===== src/rtl/video_capture_unit_if.sv =====
// video_capture_unit_if: VGA-timed pixel stream toward the capture unit and its video-memory write port.
interface video_capture_unit_if;
  logic [7:0] red;
  logic [7:0] green;
  logic [7:0] blue;
  logic hsync;
  logic vsync;
  logic wr_en;
  logic [3:0] wr_we;
  logic [14:0] wr_addr;
  logic [31:0] wr_data;
  modport master (output red, green, blue, hsync, vsync, input wr_en, wr_we, wr_addr, wr_data);
  modport slave (input red, green, blue, hsync, vsync, output wr_en, wr_we, wr_addr, wr_data);
endinterface


===== src/rtl/video_capture_unit.sv =====
// video_capture_unit: recovers VGA timing from sync edges and writes a 2x-decimated 128x128 window to video memory.
module video_capture_unit #(
  parameter logic H_SYNC_ACTIVE = 1'b0,
  parameter logic V_SYNC_ACTIVE = 1'b0,
  parameter int H_FRAME_WIDTH = 640,
  parameter int H_BACK_PORCH = 48,
  parameter int H_TOTAL_WIDTH = 800,
  parameter int V_FRAME_WIDTH = 480,
  parameter int V_BACK_PORCH = 33
) (
  input logic clk_a,
  input logic rst,
  video_capture_unit_if.slave vid,
  input logic arm,
  input logic continuous,
  input logic abort,
  input logic [14:0] base,
  input logic err_clr,
  output logic busy,
  output logic frame_done,
  output logic [15:0] frame_count,
  output logic line_error,
  output logic frame_error
);
  localparam logic [15:0] H_START = 16'(H_BACK_PORCH);
  localparam logic [15:0] H_STOP = 16'(H_BACK_PORCH + H_FRAME_WIDTH);
  localparam logic [15:0] H_LAST = 16'(H_TOTAL_WIDTH - 1);
  localparam logic [15:0] V_START = 16'(V_BACK_PORCH);
  localparam logic [15:0] V_STOP = 16'(V_BACK_PORCH + V_FRAME_WIDTH);
  typedef enum logic [1:0] {IDLE, WAIT_FRAME, CAPTURE} state_t;
  state_t state, state_n;
  logic [23:0] r_rgb;
  logic r_hsync, r_vsync, p_hsync, p_vsync, hs_seen;
  logic [15:0] h_cnt, line_cnt, h_now, line_now, x, y;
  logic [14:0] base_q;
  logic hs_end, vs_end, vs_start, frame_end, frame_bad, line_bad, wr_go;
  assign hs_end = p_hsync == H_SYNC_ACTIVE && r_hsync != H_SYNC_ACTIVE;
  assign vs_end = p_vsync == V_SYNC_ACTIVE && r_vsync != V_SYNC_ACTIVE;
  assign vs_start = p_vsync != V_SYNC_ACTIVE && r_vsync == V_SYNC_ACTIVE;
  // Position of the pixel currently held in r_rgb; the registers keep the same value for the next cycle.
  assign h_now = hs_end ? 16'd0 : &h_cnt ? h_cnt : h_cnt + 16'd1;
  assign line_now = vs_end ? 16'd0 : hs_end && !(&line_cnt) ? line_cnt + 16'd1 : line_cnt;
  assign x = h_now - H_START;
  assign y = line_now - V_START;
  assign frame_end = state == CAPTURE && !abort && line_now == V_STOP;
  assign frame_bad = state == CAPTURE && !frame_end && vs_start;
  assign line_bad = hs_end && hs_seen && h_cnt != H_LAST;
  assign wr_go = state == CAPTURE && !abort && h_now >= H_START && h_now < H_STOP &&
    line_now >= V_START && line_now < V_STOP && x[15:8] == 8'd0 && y[15:8] == 8'd0 && !x[0] && !y[0];
  assign busy = state != IDLE;
  always_comb begin
    state_n = state == IDLE ? (arm ? WAIT_FRAME : IDLE) :
              state == WAIT_FRAME ? (vs_end ? CAPTURE : WAIT_FRAME) :
              frame_end ? (continuous ? WAIT_FRAME : IDLE) :
              vs_start ? WAIT_FRAME : CAPTURE;
    if (abort) state_n = IDLE;
  end
  always_ff @(posedge clk_a or posedge rst)
    if (rst) begin
      state <= IDLE;
      r_rgb <= '0;
      r_hsync <= !H_SYNC_ACTIVE;
      r_vsync <= !V_SYNC_ACTIVE;
      p_hsync <= !H_SYNC_ACTIVE;
      p_vsync <= !V_SYNC_ACTIVE;
      hs_seen <= 1'b0;
      h_cnt <= '0;
      line_cnt <= '0;
      base_q <= '0;
      vid.wr_en <= 1'b0;
      vid.wr_we <= '0;
      vid.wr_addr <= '0;
      vid.wr_data <= '0;
      frame_done <= 1'b0;
      frame_count <= '0;
      line_error <= 1'b0;
      frame_error <= 1'b0;
    end else begin
      state <= state_n;
      r_rgb <= {vid.red, vid.green, vid.blue};
      r_hsync <= vid.hsync;
      r_vsync <= vid.vsync;
      p_hsync <= r_hsync;
      p_vsync <= r_vsync;
      hs_seen <= hs_seen | hs_end;
      h_cnt <= h_now;
      line_cnt <= line_now;
      if (state == WAIT_FRAME && vs_end) base_q <= base;
      vid.wr_en <= wr_go;
      vid.wr_we <= {4{wr_go}};
      if (wr_go) begin
        vid.wr_addr <= {1'b0, y[7:1], x[7:1]} + base_q;
        vid.wr_data <= {8'd0, r_rgb};
      end
      frame_done <= frame_end;
      frame_count <= frame_count + 16'(frame_end);
      line_error <= line_bad | (line_error & !err_clr);
      frame_error <= frame_bad | (frame_error & !err_clr);
    end
endmodule


===== src/flat_wrapper.sv =====
// flat-port wrapper written by rule: the top's interface ports become plain ports
module video_capture_unit_flat 
#(
  parameter logic H_SYNC_ACTIVE = 1'b0,
  parameter logic V_SYNC_ACTIVE = 1'b0,
  parameter int H_FRAME_WIDTH = 640,
  parameter int H_BACK_PORCH = 48,
  parameter int H_TOTAL_WIDTH = 800,
  parameter int V_FRAME_WIDTH = 480,
  parameter int V_BACK_PORCH = 33
)
  (clk_a, rst, arm, continuous, abort, base, err_clr, busy, frame_done, frame_count, line_error, frame_error, vid_red, vid_green, vid_blue, vid_hsync, vid_vsync, vid_wr_en, vid_wr_we, vid_wr_addr, vid_wr_data);
  video_capture_unit_if vid_i ();
  input logic clk_a;
  input logic rst;
  input logic arm;
  input logic continuous;
  input logic abort;
  input logic [14:0] base;
  input logic err_clr;
  output logic busy;
  output logic frame_done;
  output logic [15:0] frame_count;
  output logic line_error;
  output logic frame_error;
  input wire logic [$bits(vid_i.red)-1:0] vid_red;
  input wire logic [$bits(vid_i.green)-1:0] vid_green;
  input wire logic [$bits(vid_i.blue)-1:0] vid_blue;
  input wire logic [$bits(vid_i.hsync)-1:0] vid_hsync;
  input wire logic [$bits(vid_i.vsync)-1:0] vid_vsync;
  output wire logic [$bits(vid_i.wr_en)-1:0] vid_wr_en;
  output wire logic [$bits(vid_i.wr_we)-1:0] vid_wr_we;
  output wire logic [$bits(vid_i.wr_addr)-1:0] vid_wr_addr;
  output wire logic [$bits(vid_i.wr_data)-1:0] vid_wr_data;
  assign vid_i.red = vid_red;
  assign vid_i.green = vid_green;
  assign vid_i.blue = vid_blue;
  assign vid_i.hsync = vid_hsync;
  assign vid_i.vsync = vid_vsync;
  assign vid_wr_en = vid_i.wr_en;
  assign vid_wr_we = vid_i.wr_we;
  assign vid_wr_addr = vid_i.wr_addr;
  assign vid_wr_data = vid_i.wr_data;
  video_capture_unit #(.H_SYNC_ACTIVE(H_SYNC_ACTIVE), .V_SYNC_ACTIVE(V_SYNC_ACTIVE), .H_FRAME_WIDTH(H_FRAME_WIDTH), .H_BACK_PORCH(H_BACK_PORCH), .H_TOTAL_WIDTH(H_TOTAL_WIDTH), .V_FRAME_WIDTH(V_FRAME_WIDTH), .V_BACK_PORCH(V_BACK_PORCH)) u_core (.clk_a(clk_a), .rst(rst), .vid(vid_i), .arm(arm), .continuous(continuous), .abort(abort), .base(base), .err_clr(err_clr), .busy(busy), .frame_done(frame_done), .frame_count(frame_count), .line_error(line_error), .frame_error(frame_error));
endmodule

===== config.mk =====
export PLATFORM = sky130hd
export DESIGN_NAME = video_capture_unit_flat
export DESIGN_NICKNAME = d
export VERILOG_FILES = /design/src/rtl/video_capture_unit_if.sv /design/src/rtl/video_capture_unit.sv /design/src/flat_wrapper.sv
export SDC_FILE = /design/constraint.sdc
export NUM_CORES = 1
export LEC_CHECK = 0
export BUFFER_PORTS_ARGS = -buffer_cell sky130_fd_sc_hd__buf_4
export CAP_MARGIN = 25
export CORE_ASPECT_RATIO = 1.75
export CORE_MARGIN = 2
export CORE_UTILIZATION = 25
export CTS_BUF_LIST = sky130_fd_sc_hd__clkbuf_8 sky130_fd_sc_hd__clkbuf_16
export CTS_CLUSTER_DIAMETER = 120
export CTS_CLUSTER_SIZE = 8
export DETAILED_ROUTE_END_ITERATION = 8
export GPL_TIMING_DRIVEN = 0
export PLACE_DENSITY_LB_ADDON = 0.05
export SYNTH_ARGS = -nofsm -noshare
export SYNTH_HDL_FRONTEND = slang
export SYNTH_SLANG_ARGS = --single-unit

===== constraint.sdc =====
create_clock -name clk_a -period 11 [get_ports clk_a]
set_input_delay 2.2 -clock clk_a [delete_from_list [all_inputs] [get_ports clk_a]]
set_output_delay 2.2 -clock clk_a [all_outputs]
set_load 0.01 [all_outputs]

Word level (Yosys, flattened, before mapping)
Index checks and enable logic that the tools add are counted.

Bits in registers: 138. Latch bits: 0. Bits in writable memories: 0. ROM bits: 0. Input port bits: 47. Word-level logic and storage cells: 83. Memories kept: 0.

Add/subtract/negate cells: 6. Multipliers: 0. Div/mod/pow operators: 0. Order comparisons: 4. Equality and inequality tests: 4. Shift-type cells: 0. Multiplexer cells: 12. Bitwise gates (word level): 8. Reduce and logical (&&, ||, !) cells: 31.

Operators by type and width (count): 2-to-1 mux 16 bit (4); adder 16 x 1 -> 16 bit, second input constant (2); greater-or-equal comparator 16 x 6 -> 1 bit, second input constant (2); < comparator 16 x 10 -> 1 bit, second input constant (2); AND reduction 16 bit (2); subtractor 16 x 6 -> 16 bit, second input constant (2); logical AND 1 bit (19); adder 16 x 1 -> 16 bit (1); equality test 16 x 10 -> 1 bit, second input constant (1); logical NOT 8 bit (2); != test 16 x 10 -> 1 bit, second input constant (1); adder 14 x 15 -> 15 bit (1); 2-to-1 mux 2 bit (6); logical NOT 1 bit (6); NOT 1 bit (3); OR 1 bit (3); AND 1 bit (2); equality test 2 x 1 -> 1 bit, second input constant (1); equality test 2 bit, second input constant (1); logical NOT 2 bit (1); 2-to-1 mux 1 bit (2); nonzero test 2 bit (1).

Depth between registers and ports, before layout
Word-level depth: 12. Mapped depth: 19. Gate-level depth less buffers: 18.

Least setup slack after synthesis
Ideal clock, no wire load.

Kind: input-to-reg. From: input port abort. To: register u_core.frame_count[12]. Setup time: 0.079 ns. Data arrival time: 4.323 ns. Data required time: 10.921 ns. Setup slack: 6.598 ns. Stages on the path: 10. Path buffers: 0. Cell sequence: or4b_1 > a211oi_1 > nand4_1 > inv_1 > ha_1 > ha_1 > nand2_1 > or2_2 > nor2_1 > xor2_1.

Longest elaborated chain between the ends: 4.

Ends and longest elaborated chain: start, declared (RTL line flat_wrapper.sv:18) `input logic abort;`; logical NOT 1 bit (RTL line video_capture_unit.sv:45) `assign frame_end = state == CAPTURE && !abort && line_now == V_STOP;`; logical AND 1 bit (2 in series) (RTL line video_capture_unit.sv:45); net u_core.frame_end (RTL line video_capture_unit.sv:36) `logic hs_end, vs_end, vs_start, frame_end, frame_bad, line_bad, wr_go;`; adder 16 x 1 -> 16 bit (RTL line video_capture_unit.sv:96) `frame_count <= frame_count + 16'(frame_end);`; end signal, assigned (RTL line video_capture_unit.sv:96); end, declared (RTL line video_capture_unit.sv:21) `output logic [15:0] frame_count,`.

The timed path passes the listed nets, and every way through them passes these cells. A chain may end at the register's enable or synchronous reset.

Worst setup path after layout
From: register u_core.r_hsync. To: register u_core.vid.wr_addr[14].

Longest elaborated chain between the ends: 11. Elaborated cells on any way between the ends: 24. Classes of those cells: add/sub (3); order compare (4); mux (3); reduce/logical (14).

Ends and longest elaborated chain: start, declared (RTL line video_capture_unit.sv:33) `logic r_hsync, r_vsync, p_hsync, p_vsync, hs_seen;`; start signal, assigned (RTL line video_capture_unit.sv:62) `r_hsync <= !H_SYNC_ACTIVE;`; start signal, assigned (RTL line video_capture_unit.sv:81) `r_hsync <= vid.hsync;`; logical AND 1 bit * (RTL line video_capture_unit.sv:37) `assign hs_end = p_hsync == H_SYNC_ACTIVE && r_hsync != H_SYNC_ACTIVE;`; 2-to-1 mux 16 bit * (RTL line video_capture_unit.sv:41) `assign h_now = hs_end ? 16'd0 : &h_cnt ? h_cnt : h_cnt + 16'd1;`; net u_core.h_now[1] (RTL line video_capture_unit.sv:34) `logic [15:0] h_cnt, line_cnt, h_now, line_now, x, y;`; branches (longest 9 deep; another with subtractor 16 x 6 -> 16 bit); end signal, assigned (RTL line video_capture_unit.sv:92) `vid.wr_addr <= {1'b0, y[7:1], x[7:1]} + base_q;`; end, declared (RTL line video_capture_unit_if.sv:13) `modport slave (input red, green, blue, hsync, vsync, output wr_en, wr_we, wr_addr, wr_data);`.

Mark *: on every way through the listed nets, which the timed path passes.

==> impl_metrics.toml <==
[yosys]
syn_inst = 594
synth.avg_cell_area_sq_um = 11.25
ys_ff_latch = 137
ys_seq_area_share_pct = 51.40
synth_cell_types = 68
synth_area_sq_um = 6680
yosys_warnings = 0
synth_flop_cell = "dfrtp_1"
synth_edf_count = 0
async_flop_share_pct = 100.0

[placement]
gp_congestion = 0.8128
hpwl_um = 13100
place.port_buffers = 110

[worst_hold_path]
hp-class = "flop to flop"

[sta]
fmax_mhz = 211.3
slew_headroom_pct = 51.21
timing.final.crit_period_ns = 4.732
finalSetupTns_ns = 0
finalCritPeriodShare_pct = 43.02
skew_ns = 0.009507
finalMaxSlewViolations = 0
final-hold-violation-count = 0
rsz0062_at_grt = "no"
tightest_slew_ns = 0.7318
setup_viol = 0

[detailed_routing]
antenna_left = 0
vias_per_cell = 4.640
remaining_drc_errors = 0
vias = 4951
drt_iter0_markers = 155
wl_per_cell_um = 16.41
routed_wl_um = 17510
drt_pass1_iterations = 4

[critical_path]
cp_max_fo = 10
cp-start-kind = "flop"
end_kind = "flop"
crit_type = "flop to flop"
cp.arrival_ns = 5.05
worstPathRequired_ns = 11.32

[global_routing]
first_global_vias = 5325
grt_max_degree = 81
antenna_found_initial = 0
globalRouteTotalUtil_pct = 13.25
grt_pass1_wl_um = 28570
grt-ovfl-total = 0

[clock_tree]
cts_num_sinks = 137
cts_inserted_buffers = 17
clock-root-buffer = "clkbuf_16"
cts_max_path_buffers = 2
clkLatencyLatePin_ns = 0.43
cts_setup_buffers = 0
htree_levels = 4
hold_buffers = 0
cts_resized = 0
cts_tree = "built"
path_clk_slew_ns = 0.06

[floorplan]
initial_core_util_pct = 25.31
fp.coreArea_sq_um = 26390
die_area_sq_um = 28090
io_pins = 119
die_height_um = 220.2
die_x_um = 127.6
rows = 79

[status]
status = "complete, no violations"

[layout]
drive_gt1_share_pct = 31.09
fin_util_pct = 32.40
final_common_cell = "dfrtp_1"
final_cell_mix = "dfrtp_1 (133), buf_4 (124), nand2_1 (44), mux2_2 (43), nor2_1 (42)"
num_antenna_cells = 0
nets = 800
syn_to_final_growth_pct = 28.00

[job]
cap_violations = 0

[power_and_ir_drop]
max-vdd-ir-drop_mv = 0.1128
total_power_mw = 1.417
total_leakage_power_nw = 4.072
p_per_area_nw_per_um2 = 165.7
## per-layer routing
metal	up-vias	part of all wire (%)	GRT usage (%)
met3	31	5.2	3.699
met5	-	0	0
met4	0	3.4	7.509
met1	2422	37	13.55
met2	135	54	24.05
li1	2363	-	-
## power breakdown
part / internal (mW) / leakage [nW] / switching (mW) / total, mW
registers: 0.534 / 1.79 / 0.0222 / 0.556
logic: 0.132 / 1.99 / 0.156 / 0.287
clock network: 0.343 / 0.288 / 0.230 / 0.573
total: 1.01 / 4.07 / 0.408 / 1.42
## worst paths after layout
path	from	slack, ns	cells after the start	endpoint
max in group asynchronous	rst	8.34	3	u_core.p_hsync$_DFF_PP1_
min reg2reg	u_core.r_hsync$_DFF_PP1_	0.38	0	u_core.p_hsync$_DFF_PP1_
min	u_core.r_hsync$_DFF_PP1_	0.38	0	u_core.p_hsync$_DFF_PP1_
min in group asynchronous	rst	1.83	2	u_core.vid.wr_data[15]$_DFFE_PP0P_
max	u_core.r_hsync$_DFF_PP1_	6.27	16	u_core.vid.wr_addr[14]$_DFFE_PP0P_
max reg2reg	u_core.r_hsync$_DFF_PP1_	6.27	16	u_core.vid.wr_addr[14]$_DFFE_PP0P_
## cells in the mapped netlist, types with 3 or more instances
| library cell | n | area, sq um |
|---|---|---|
| a211oi_1 | 9 | 67.56 |
| mux2_4 | 9 | 135.1 |
| a21boi_0 | 3 | 22.52 |
| nor4_1 | 8 | 50.05 |
| and4_1 | 4 | 35.03 |
| nor3_1 | 13 | 65.06 |
| ha_1 | 21 | 262.8 |
| or2_2 | 6 | 37.54 |
| inv_1 | 23 | 86.33 |
| xnor2_1 | 36 | 315.3 |
| nand2_1 | 44 | 165.2 |
| a21oi_1 | 21 | 105.1 |
| nor2b_1 | 7 | 43.79 |
| o211ai_1 | 3 | 22.52 |
| and3_1 | 12 | 75.07 |
| mux2i_1 | 7 | 70.07 |
| or4_1 | 4 | 30.03 |
| dfstp_2 | 4 | 105.1 |
| buf_2 | 4 | 20.02 |
| or3_1 | 3 | 18.77 |
| nand2b_1 | 8 | 50.05 |
| nor2_1 | 42 | 157.7 |
| nand4b_1 | 3 | 26.28 |
| clkbuf_1 | 6 | 22.52 |
| a31oi_1 | 3 | 18.77 |
| xor2_1 | 14 | 122.6 |
| buf_4 | 14 | 105.1 |
| nand4_1 | 13 | 81.33 |
| nand3_1 | 15 | 75.07 |
| mux2_2 | 43 | 484.2 |
| dfrtp_1 | 133 | 3328 |
| o21ai_0 | 14 | 70.07 |
| a21o_1 | 3 | 22.52 |
## state kept, by name, indices dropped and copies added (netlist names)
signal              count
u_core.base_q          15
u_core.frame_count     16
u_core.frame_done       1
u_core.frame_error      1
u_core.h_cnt           16
u_core.hs_seen          1
u_core.line_cnt        16
u_core.line_error       1
u_core.p_hsync          1
u_core.p_vsync          1
u_core.r_hsync          1
u_core.r_rgb           24
u_core.r_vsync          1
u_core.state            2
u_core.vid.wr_addr     15
u_core.vid.wr_data     24
u_core.vid.wr_en        1
## kinds of logic after synthesis
logic type / count (synthesis) / share of synthesized area (%)
AOI/OAI and AO/OA: 78 / 7.717
xor gates and xnor gates: 50 / 6.556
adders and majority gates: 22 / 4.233
buffers and inverters: 50 / 3.896
DFF: 137 / 51.40
muxes: 59 / 10.32
other: 1 / 0.05614
and+or+nand+nor: 197 / 15.83
## cell type report
class	count	area, sq um
fill	2692	17840
sequential	137	3433
multi-input combinational	414	3013
timing repair buffer	111	853.3
clock buffer	19	452.9
tap	324	405.4
buffer	27	173.9
clock inverter	12	127.6
inverter	23	91.34
## worst max-delay path: stages (launching register included)
cell	delay [ns]
dfstp_2	0.55
nor2b_1	0.42
clkbuf_1	0.46
buf_1	0.51
a21oi_1	0.14
ha_1	0.24
inv_1	0.07
fa_1	0.21
nor2b_1	0.06
o21a_1	0.18
o21ai_0	0.45
a211oi_1	0.24
o311ai_0	0.47
nand2_1	0.10
a21oi_1	0.19
xnor2_1	0.08
mux2_2	0.25
## stage by stage
| step | std cells | area (sq um) | hold slack, ns | setup slack, ns |
|---|---|---|---|---|
| 2_1_floorplan | 601 | 6706 | 0.3631 | 5.139 |
| 3_3_place_gp | 1035 | 7938 | 0.3722 | 3.232 |
| 3_5_place_dp | 1036 | 7970 | 0.3733 | 5.852 |
| 4_1_cts | 1067 | 8551 | 0.3863 | 6.218 |
| 5_1_grt | 1067 | 8551 | 0.3918 | 5.803 |
| 6_report | 1067 | 8551 | 0.3818 | 6.268 |
Power figures use the tool's default switching activity.
